===== config.mk =====
export PLATFORM = sky130hd
export DESIGN_NAME = hazard_controller
export DESIGN_NICKNAME = d
export VERILOG_FILES = /design/src/rtl/hazard_pkg.sv /design/src/rtl/forward_unit.sv /design/src/rtl/hazard_controller.sv
export SDC_FILE = /design/constraint.sdc
export NUM_CORES = 1
export LEC_CHECK = 0
export ABC_AREA = 1
export BUFFER_PORTS_ARGS = -buffer_cell sky130_fd_sc_hd__buf_2
export CAP_MARGIN = 20
export CORE_MARGIN = 2
export CORE_UTILIZATION = 44
export CTS_CLUSTER_DIAMETER = 80
export CTS_CLUSTER_SIZE = 40
export DETAILED_ROUTE_END_ITERATION = 7
export HOLD_SLACK_MARGIN = 0.15
export PLACE_DENSITY = 0.86
export RECOVER_POWER = 25
export SLEW_MARGIN = 5
export SYNTH_ARGS = -nofsm -noshare
export SYNTH_HDL_FRONTEND = slang
export SYNTH_SLANG_ARGS = --single-unit

===== constraint.sdc =====
create_clock -name clk -period 2.5 [get_ports clk]
set_clock_uncertainty 0.2 [all_clocks]
set_input_delay 0.75 -clock clk [delete_from_list [all_inputs] [get_ports clk]]
set_output_delay 0.75 -clock clk [all_outputs]
set_load 0.005 [all_outputs]

===== src/rtl/hazard_pkg.sv =====
// Shared types and constants for the 5-stage pipeline hazard controller.
package hazard_pkg;

  localparam int REG_ADDR_W = 4;

  typedef enum logic [1:0] {
    RUN      = 2'b00,
    MEM_WAIT = 2'b01,
    MEM_ERR  = 2'b10
  } hz_state_t;

  typedef enum logic [1:0] {
    FWD_RF = 2'b00,
    FWD_W  = 2'b01,
    FWD_M  = 2'b10
  } fwd_sel_t;

endpackage


===== src/rtl/forward_unit.sv =====
// Combinational E-stage operand forwarding selector for one source operand.
module forward_unit
  import hazard_pkg::*;
(
  input  logic [REG_ADDR_W-1:0] ra_e_i,
  input  logic [REG_ADDR_W-1:0] a3_m_i,
  input  logic [REG_ADDR_W-1:0] a3_w_i,
  input  logic                  reg_write_m_i,
  input  logic                  reg_write_w_i,
  output logic [1:0]            fwd_sel_o
);

  fwd_sel_t sel;

  // The M-stage result is younger than the W-stage one, so it wins a double match.
  always_comb begin
    sel = FWD_RF;
    if (reg_write_m_i && (a3_m_i == ra_e_i)) begin
      sel = FWD_M;
    end else if (reg_write_w_i && (a3_w_i == ra_e_i)) begin
      sel = FWD_W;
    end
  end

  assign fwd_sel_o = sel;

endmodule


===== src/rtl/hazard_controller.sv =====
// Pipeline hazard/control unit: stalls, flushes, forwarding and memory-wait FSM.
// Optional macro HAZARD_PERF_EN adds saturating stall/branch-flush counters.
module hazard_controller
  import hazard_pkg::*;
#(
  parameter int N           = 24,
  parameter int MEM_TIMEOUT = 16,
  parameter int CNT_W       = 5
) (
  input  logic                  clk,
  input  logic                  rst,
  input  logic [REG_ADDR_W-1:0] RA1D,
  input  logic [REG_ADDR_W-1:0] RA2D,
  input  logic [REG_ADDR_W-1:0] RA1E,
  input  logic [REG_ADDR_W-1:0] RA2E,
  input  logic [REG_ADDR_W-1:0] A3E,
  input  logic [REG_ADDR_W-1:0] A3M,
  input  logic [REG_ADDR_W-1:0] A3W,
  input  logic                  RegWriteM,
  input  logic                  RegWriteW,
  input  logic                  MemtoRegE,
  input  logic                  BranchTakenE,
  input  logic                  MemReqM,
  input  logic                  MemReadyM,
  output logic                  StallF,
  output logic                  StallD,
  output logic                  StallE,
  output logic                  StallM,
  output logic                  FlushD,
  output logic                  FlushE,
  output logic                  FlushW,
  output logic [1:0]            ForwardAE,
  output logic [1:0]            ForwardBE,
  output logic                  MemErr,
  output logic [1:0]            HzState
`ifdef HAZARD_PERF_EN
  ,
  output logic [N-1:0]          StallCount,
  output logic [N-1:0]          FlushCount
`endif
);

  localparam logic [CNT_W-1:0] TIMEOUT_C = CNT_W'(MEM_TIMEOUT);

  generate
    if ((2 ** CNT_W) <= MEM_TIMEOUT || N < 1) begin : g_bad_params
      $error("hazard_controller: CNT_W too narrow for MEM_TIMEOUT, or N < 1");
    end
  endgenerate

  hz_state_t        state_q, state_d;
  logic [CNT_W-1:0] cnt_q, cnt_d;
  logic             err_q, err_d;

  logic stall_f, stall_d, stall_e, stall_m;
  logic flush_d, flush_e, flush_w;
  logic br_flush;
  logic load_use;
  logic [1:0] fwd_a, fwd_b;

  forward_unit u_fwd_a (
    .ra_e_i        (RA1E),
    .a3_m_i        (A3M),
    .a3_w_i        (A3W),
    .reg_write_m_i (RegWriteM),
    .reg_write_w_i (RegWriteW),
    .fwd_sel_o     (fwd_a)
  );

  forward_unit u_fwd_b (
    .ra_e_i        (RA2E),
    .a3_m_i        (A3M),
    .a3_w_i        (A3W),
    .reg_write_m_i (RegWriteM),
    .reg_write_w_i (RegWriteW),
    .fwd_sel_o     (fwd_b)
  );

  assign load_use = MemtoRegE && ((RA1D == A3E) || (RA2D == A3E));

  // Mealy decode: outputs follow the current state and this cycle's inputs.
  always_comb begin
    state_d  = state_q;
    cnt_d    = cnt_q;
    err_d    = err_q;
    stall_f  = 1'b0;
    stall_d  = 1'b0;
    stall_e  = 1'b0;
    stall_m  = 1'b0;
    flush_d  = 1'b0;
    flush_e  = 1'b0;
    flush_w  = 1'b0;
    br_flush = 1'b0;
    case (state_q)
      RUN, MEM_ERR: begin
        // After a timeout the access is abandoned, so MEM_ERR never waits again.
        if ((state_q == RUN) && MemReqM && !MemReadyM) begin
          stall_f = 1'b1;
          stall_d = 1'b1;
          stall_e = 1'b1;
          stall_m = 1'b1;
          flush_w = 1'b1;
          state_d = MEM_WAIT;
          cnt_d   = CNT_W'(1);
        end else if (BranchTakenE) begin
          flush_d  = 1'b1;
          flush_e  = 1'b1;
          br_flush = 1'b1;
        end else if (load_use) begin
          stall_f = 1'b1;
          stall_d = 1'b1;
          flush_e = 1'b1;
        end
      end
      MEM_WAIT: begin
        if (MemReadyM) begin
          state_d = RUN;
          cnt_d   = '0;
        end else if (cnt_q == TIMEOUT_C) begin
          err_d   = 1'b1;
          state_d = MEM_ERR;
        end else begin
          stall_f = 1'b1;
          stall_d = 1'b1;
          stall_e = 1'b1;
          stall_m = 1'b1;
          flush_w = 1'b1;
          cnt_d   = (&cnt_q) ? cnt_q : cnt_q + CNT_W'(1);
        end
      end
      default: begin
        state_d = RUN;
        cnt_d   = '0;
      end
    endcase
  end

  always_ff @(posedge clk) begin
    if (!rst) begin
      state_q <= RUN;
      cnt_q   <= '0;
      err_q   <= 1'b0;
    end else begin
      state_q <= state_d;
      cnt_q   <= cnt_d;
      err_q   <= err_d;
    end
  end

  // Reset holds the pipeline registers cleared and releases every stall.
  assign StallF    = rst & stall_f;
  assign StallD    = rst & stall_d;
  assign StallE    = rst & stall_e;
  assign StallM    = rst & stall_m;
  assign FlushD    = !rst | flush_d;
  assign FlushE    = !rst | flush_e;
  assign FlushW    = !rst | flush_w;
  assign ForwardAE = rst ? fwd_a : 2'b00;
  assign ForwardBE = rst ? fwd_b : 2'b00;
  assign HzState   = rst ? state_q : 2'b00;
  assign MemErr    = err_q;

`ifdef HAZARD_PERF_EN
  logic [N-1:0] stall_cnt_q, flush_cnt_q;

  always_ff @(posedge clk) begin
    if (!rst) begin
      stall_cnt_q <= '0;
      flush_cnt_q <= '0;
    end else begin
      if (stall_f && !(&stall_cnt_q)) stall_cnt_q <= stall_cnt_q + N'(1);
      if (br_flush && !(&flush_cnt_q)) flush_cnt_q <= flush_cnt_q + N'(1);
    end
  end

  assign StallCount = stall_cnt_q;
  assign FlushCount = flush_cnt_q;
`endif

endmodule


After elaboration in Yosys (flattened, before gate mapping) --
Index checks and enable logic that the tools add are counted.
Cells by class: reduce and logical (&&, ||, !) cells 16, shift operators 0, add/sub/neg operators 1, div/mod/pow operators 0, bitwise gates (word level) 6, multipliers 0, equality and inequality tests 13, muxes and demuxes 30, magnitude comparators 0
Operator list (number):
- equality test 4 bit | 6
- two-way mux 5 bit | 4
- two-way mux 2 bit | 8
- two-way mux 1 bit | 14
- case mux 5 bit (2 select lines) | 1
- != test 3 bit (second input constant) | 3
- logical AND 1 bit | 7
- AND reduction 3 bit | 2
- adder 5 x 1 -> 5 bit (second input constant) | 1
- equality test 5 bit (second input constant) | 1
- AND reduction 5 bit | 1
- case mux 1 bit (2 select lines) | 2
- case mux 2 bit (2 select lines) | 1
- bitwise OR 1 bit | 3
- bitwise AND 1 bit | 2
- equality test 2 x 1 -> 1 bit (second input constant) | 1
- equality test 2 bit (second input constant) | 1
- zero test 1 bit | 2
- zero test 2 bit | 1
- != test 2 bit (second input constant) | 1
- AND reduction 2 bit | 1
- OR reduction 2 bit | 1
- logical OR 1 bit | 1
- NOT 1 bit | 1
Word-level totals: memories kept 0, RAM bits 0, logic and storage cells 69, memory bits (read-only) 0, register bits 8, bits in latches 0

Depth between registers and ports, before layout --
depth in word-level cells 8, mapped depth 10, mapped depth without buffers 9

Cells and area by module --
Synthesis repeated with hierarchy kept, for this count alone.
Second synthesis, totals: cell total of the unflattened synthesis 187, area, all modules 1041.0 µm²
By module, submodules not included:
- hazard_controller | instances 1, cells an instance 115, seq. area each 160.2 µm², area each 705.7 µm²
- forward_unit | instances 2, cells an instance 36, seq. area each 0.0 µm², area each 167.7 µm²

Least setup slack after synthesis --
Ideal clock, no wire load.
path kind input to output, start input port MemReadyM, end output port StallF, path slack 0.059 ns, stages on the path 8, arrival 1.491 ns, cell sequence nor2_2 -> nand2_1 -> nor2_1 -> inv_1 -> nand2_1 -> nand2_1 -> nand2_1 -> buf_4
Between the ends: cells in the longest elaborated chain, start to end 5, elaborated cells on any way between the ends 6, classes of those cells mux (3); bitwise (1); reduce/logical (2)
RTL lines:
- start, declared | line hazard_controller.sv:24 | input logic MemReadyM,
- zero test 1 bit | line hazard_controller.sv:97 | if ((state_q == RUN) && MemReqM && !MemReadyM) begin
- logical AND 1 bit | line hazard_controller.sv:97
- two-way mux 1 bit
- case mux 1 bit (2 select lines) *
- bitwise AND 1 bit *
- end, declared | line hazard_controller.sv:25 | output logic StallF,
Mark *: on every way between the ends. The rest lies on a longest branch, timed or not.

Worst setup path after layout --
start input port RA2E[0], end output port ForwardBE[0]
Between the ends: cells in the longest elaborated chain, start to end 5, elaborated cells on any way between the ends 7, classes of those cells eq/ne (2); mux (3); reduce/logical (2)
RTL lines:
- start, declared | line hazard_controller.sv:15 | input logic [REG_ADDR_W-1:0] RA2E,
- equality test 4 bit | line forward_unit.sv:20 | end else if (reg_write_w_i && (a3_w_i == ra_e_i)) begin
- logical AND 1 bit | line forward_unit.sv:20
- two-way mux 1 bit | line forward_unit.sv:20
- two-way mux 2 bit * | line forward_unit.sv:18 | if (reg_write_m_i && (a3_m_i == ra_e_i)) begin
- two-way mux 2 bit * | line hazard_controller.sv:159 | assign ForwardBE = rst ? fwd_b : 2'b00;
- end, declared | line hazard_controller.sv:33 | output logic [1:0] ForwardBE,
Marked as above.

==> flow_metrics.env <==
export IMPL_pre_cts_ws_ns=-0.0125
export IMPL_max_slew_margin_pct=72.8
export IMPL_layout_commonest_cell="buf_2"
export IMPL_p_leak_nw=0.815
export IMPL_stdcell_count=252
export IMPL_setup_viol=0
export IMPL_cts_sinks=8
export IMPL_hp_start="cnt_q[3]"
export IMPL_async_flop_share_pct=0
export IMPL_p_int_mw=0.276
export IMPL_num_rows=16
export IMPL_final_cell_mix="37 x buf_2, 25 x nand2_1, 24 x inv_1, 18 x nor2_1, 17 x buf_4"
export IMPL_crit_fanout=3
export IMPL_hold_depth=2
export IMPL_ys_seq_area_share_pct=17.1
export IMPL_clock_path_buffers=2
export IMPL_fmax_mhz=401
export IMPL_synth_cell_types=25
export IMPL_switching_share_pct=33.4
export IMPL_nFillCells=168
export IMPL_drc=0
export IMPL_tightest_slew_ns=0.408
export IMPL_crit_start="RA2E[0]"
export IMPL_switchingPower_mw=0.138
export IMPL_ys_ff_latch=8
export IMPL_grt_start_max_net_pins=10
export IMPL_status="completed"
export IMPL_holdBufCountCts=0
export IMPL_vias=1191
export IMPL_hold_end="cnt_q[3]"
export IMPL_cts_reportedPaths_clkPinSlew_ns=0.05
export IMPL_cp_arrival_ns=1.55
export IMPL_end_kind="output pin"
export IMPL_io_pins=50
export IMPL_overflow=0
export IMPL_area_delta_synth_final_pct=62.1
export IMPL_core_area_sq_mm=0.00198
export IMPL_synth_main_ff_cell="dfxtp_1"
export IMPL_initial_core_util_pct=47.2
export IMPL_grt_first_pass_wirelength_mm=4.08
export IMPL_drtIter0Drc=8
export IMPL_die_y_um=50.1
export IMPL_fin_ws_ns=0.00463
export IMPL_grt_usage_pct=20.5
export IMPL_drtPass1Iterations=4
export IMPL_worstPathRequired_ns=1.55
export IMPL_synth_top_area_share_pct=17.1
export IMPL_synth_edf_count=0
export IMPL_die_area_sq_mm=0.00251
export IMPL_rsz0062_at_grt="yes"
export IMPL_yosysWarnings=0
export IMPL_ys_top_cells_by_area="dfxtp_1 17%, nand2_1 14%, inv_1 12%, nor2_1 8.8%, xor2_1 7.5%"
export IMPL_n_antenna_cell=0
export IMPL_crit_type="input port to output pin"
export IMPL_wire_per_inst_um=11.2
export IMPL_tritoncts="yes"
export IMPL_syn_num_nets=198
export IMPL_antenna_found_initial=0
export IMPL_r2r_start="state_q[0]"
export IMPL_slew_violations=0
export IMPL_grt_pass1_vias=1080
export IMPL_final_antenna_net_count=0
export IMPL_dieWidth_um=50.1
export IMPL_root_buffer="clkbuf_4"
export IMPL_clock_latency_ns=0.25
export IMPL_avgSynthCellArea_sq_um=5.88
export IMPL_p_comb_share_pct=43.2
export IMPL_placed_cells=238
export IMPL_hold_violations=0
export IMPL_maxCapViolations=0
export IMPL_power_frac_seq_pct=32.8
export IMPL_min_period_over_period_pct=99.8
export IMPL_clock_power_share_pct=23.9
export IMPL_period_needed_ns=2.50
export IMPL_cp_start_kind="input port"
export IMPL_ir_drop_v=0.000181
export IMPL_setup_tns_ns=0
export IMPL_viasPerCell=4.73
export IMPL_p_per_area_mw_per_mm2=273
export IMPL_h_tree_depth=1
export IMPL_post_synth_top_area_cell="dfxtp_1"
export IMPL_reg2regPathDepth=14
export IMPL_cts_made_buffers=3
export IMPL_io_buffers=49
export IMPL_power_mw=0.414
export IMPL_wl_mm=2.81
export IMPL_reg2reg_to="cnt_q[1]"
export IMPL_hpwlAfterDp_mm=1.85
export IMPL_synthCells=159
export IMPL_final_nets=266
export IMPL_syn_area_sq_um=935
export IMPL_r2r_slack_ns=0.09
export IMPL_gp_congestion=0.880
export IMPL_min_path_type="register to register"
export IMPL_drive_gt1_share_pct=48.9
[layer usage]
layer | vias to the layer above | GRT usage, % | wire [um]
li1 | 617 | - | -
met1 | 533 | 23.4 | 1190
met2 | 37 | 38.6 | 1450
met3 | 4 | 1.52 | 127
met4 | 0 | 7.87 | 39
met5 | - | 0 | 0
[kinds of logic after synthesis]
group / count (synthesis) / synth area share (%)
buffers and inverters: 36 / 16.1
adders and majority gates: 3 / 4.02
xor gates and xnor gates: 14 / 13.1
and+or+nand+nor: 86 / 43.2
DFF: 8 / 17.1
AOI/OAI and AO/OA: 12 / 6.42
[power groups by stage]
stage / combinational [mW] / sequential (mW) / clock [mW]
after floorplan: 0.0778 / 0.135 / 0
after global placement: 0.134 / 0.138 / 0
final: 0.179 / 0.136 / 0.0990
after global routing: 0.197 / 0.136 / 0.105
after CTS: 0.145 / 0.135 / 0.0990
after detailed placement: 0.137 / 0.138 / 0
[per-stage QoR]
step	util [%]	hold slack (ns)	cell area, sq um
detailed placement	62.2	0.276	1230
finish	76.5	0.288	1520
global route	76.5	0.307	1520
floorplan	-	0.258	935
CTS	66.9	0.284	1330
global placement	62.2	0.252	1230
[state kept, by name, indices dropped and copies added (netlist names)]
register and flops:
cnt_q 5, MemErr 1, state_q 2
[Yosys cell counts, types with 2 or more instances]
cell type and count:
a21oi_1 8, buf_4 2, dfxtp_1 8, ha_1 3, inv_1 31, nand2_1 34
nand2_2 3, nand3_1 7, nand4_1 7, nor2_1 22, nor2_4 2, nor2b_1 2
nor3_1 4, o21ai_0 3, xnor2_1 6, xor2_1 8
[critical path, stage by stage]
cell,delay (ns)
buf_2,0.09
inv_2,0.05
buf_4,0.13
a21oi_2,0.11
nand4_1,0.12
nor2b_2,0.17
buf_2,0.12
[repair_timing]
item	4_1_cts	5_1_grt
pin swaps	4	21
hold endpoints to repair	0	0
setup buffers	8	3
gates cloned	0	0
endpoints found under the setup margin	4	13
resized for setup	3	53
[cell type report]
| cell class | instances | area (sq um) | share of cell area, % |
|---|---|---|---|
| flip-flops and latches | 8 | 163 | 10.7 |
| repair buffers | 66 | 444 | 29.3 |
| clock buffers | 3 | 22.5 | 1.49 |
| inverters | 33 | 129 | 8.51 |
| well taps | 27 | 33.8 | 2.23 |
| multi-input cells | 115 | 723 | 47.7 |
[worst max path at each step]
stage / cells after the start / endpoint / slack, ns
after global placement: 7 / ForwardBE[0] / 0.02
after CTS: 9 / StallD / 0.01
after floorplan: 8 / StallF / 0.06
final: 7 / ForwardBE[0] / 0.005
after global routing: 8 / StallF / -0.07
after detailed placement: 9 / StallD / -0.01
(Power assumes the default switching activity.)
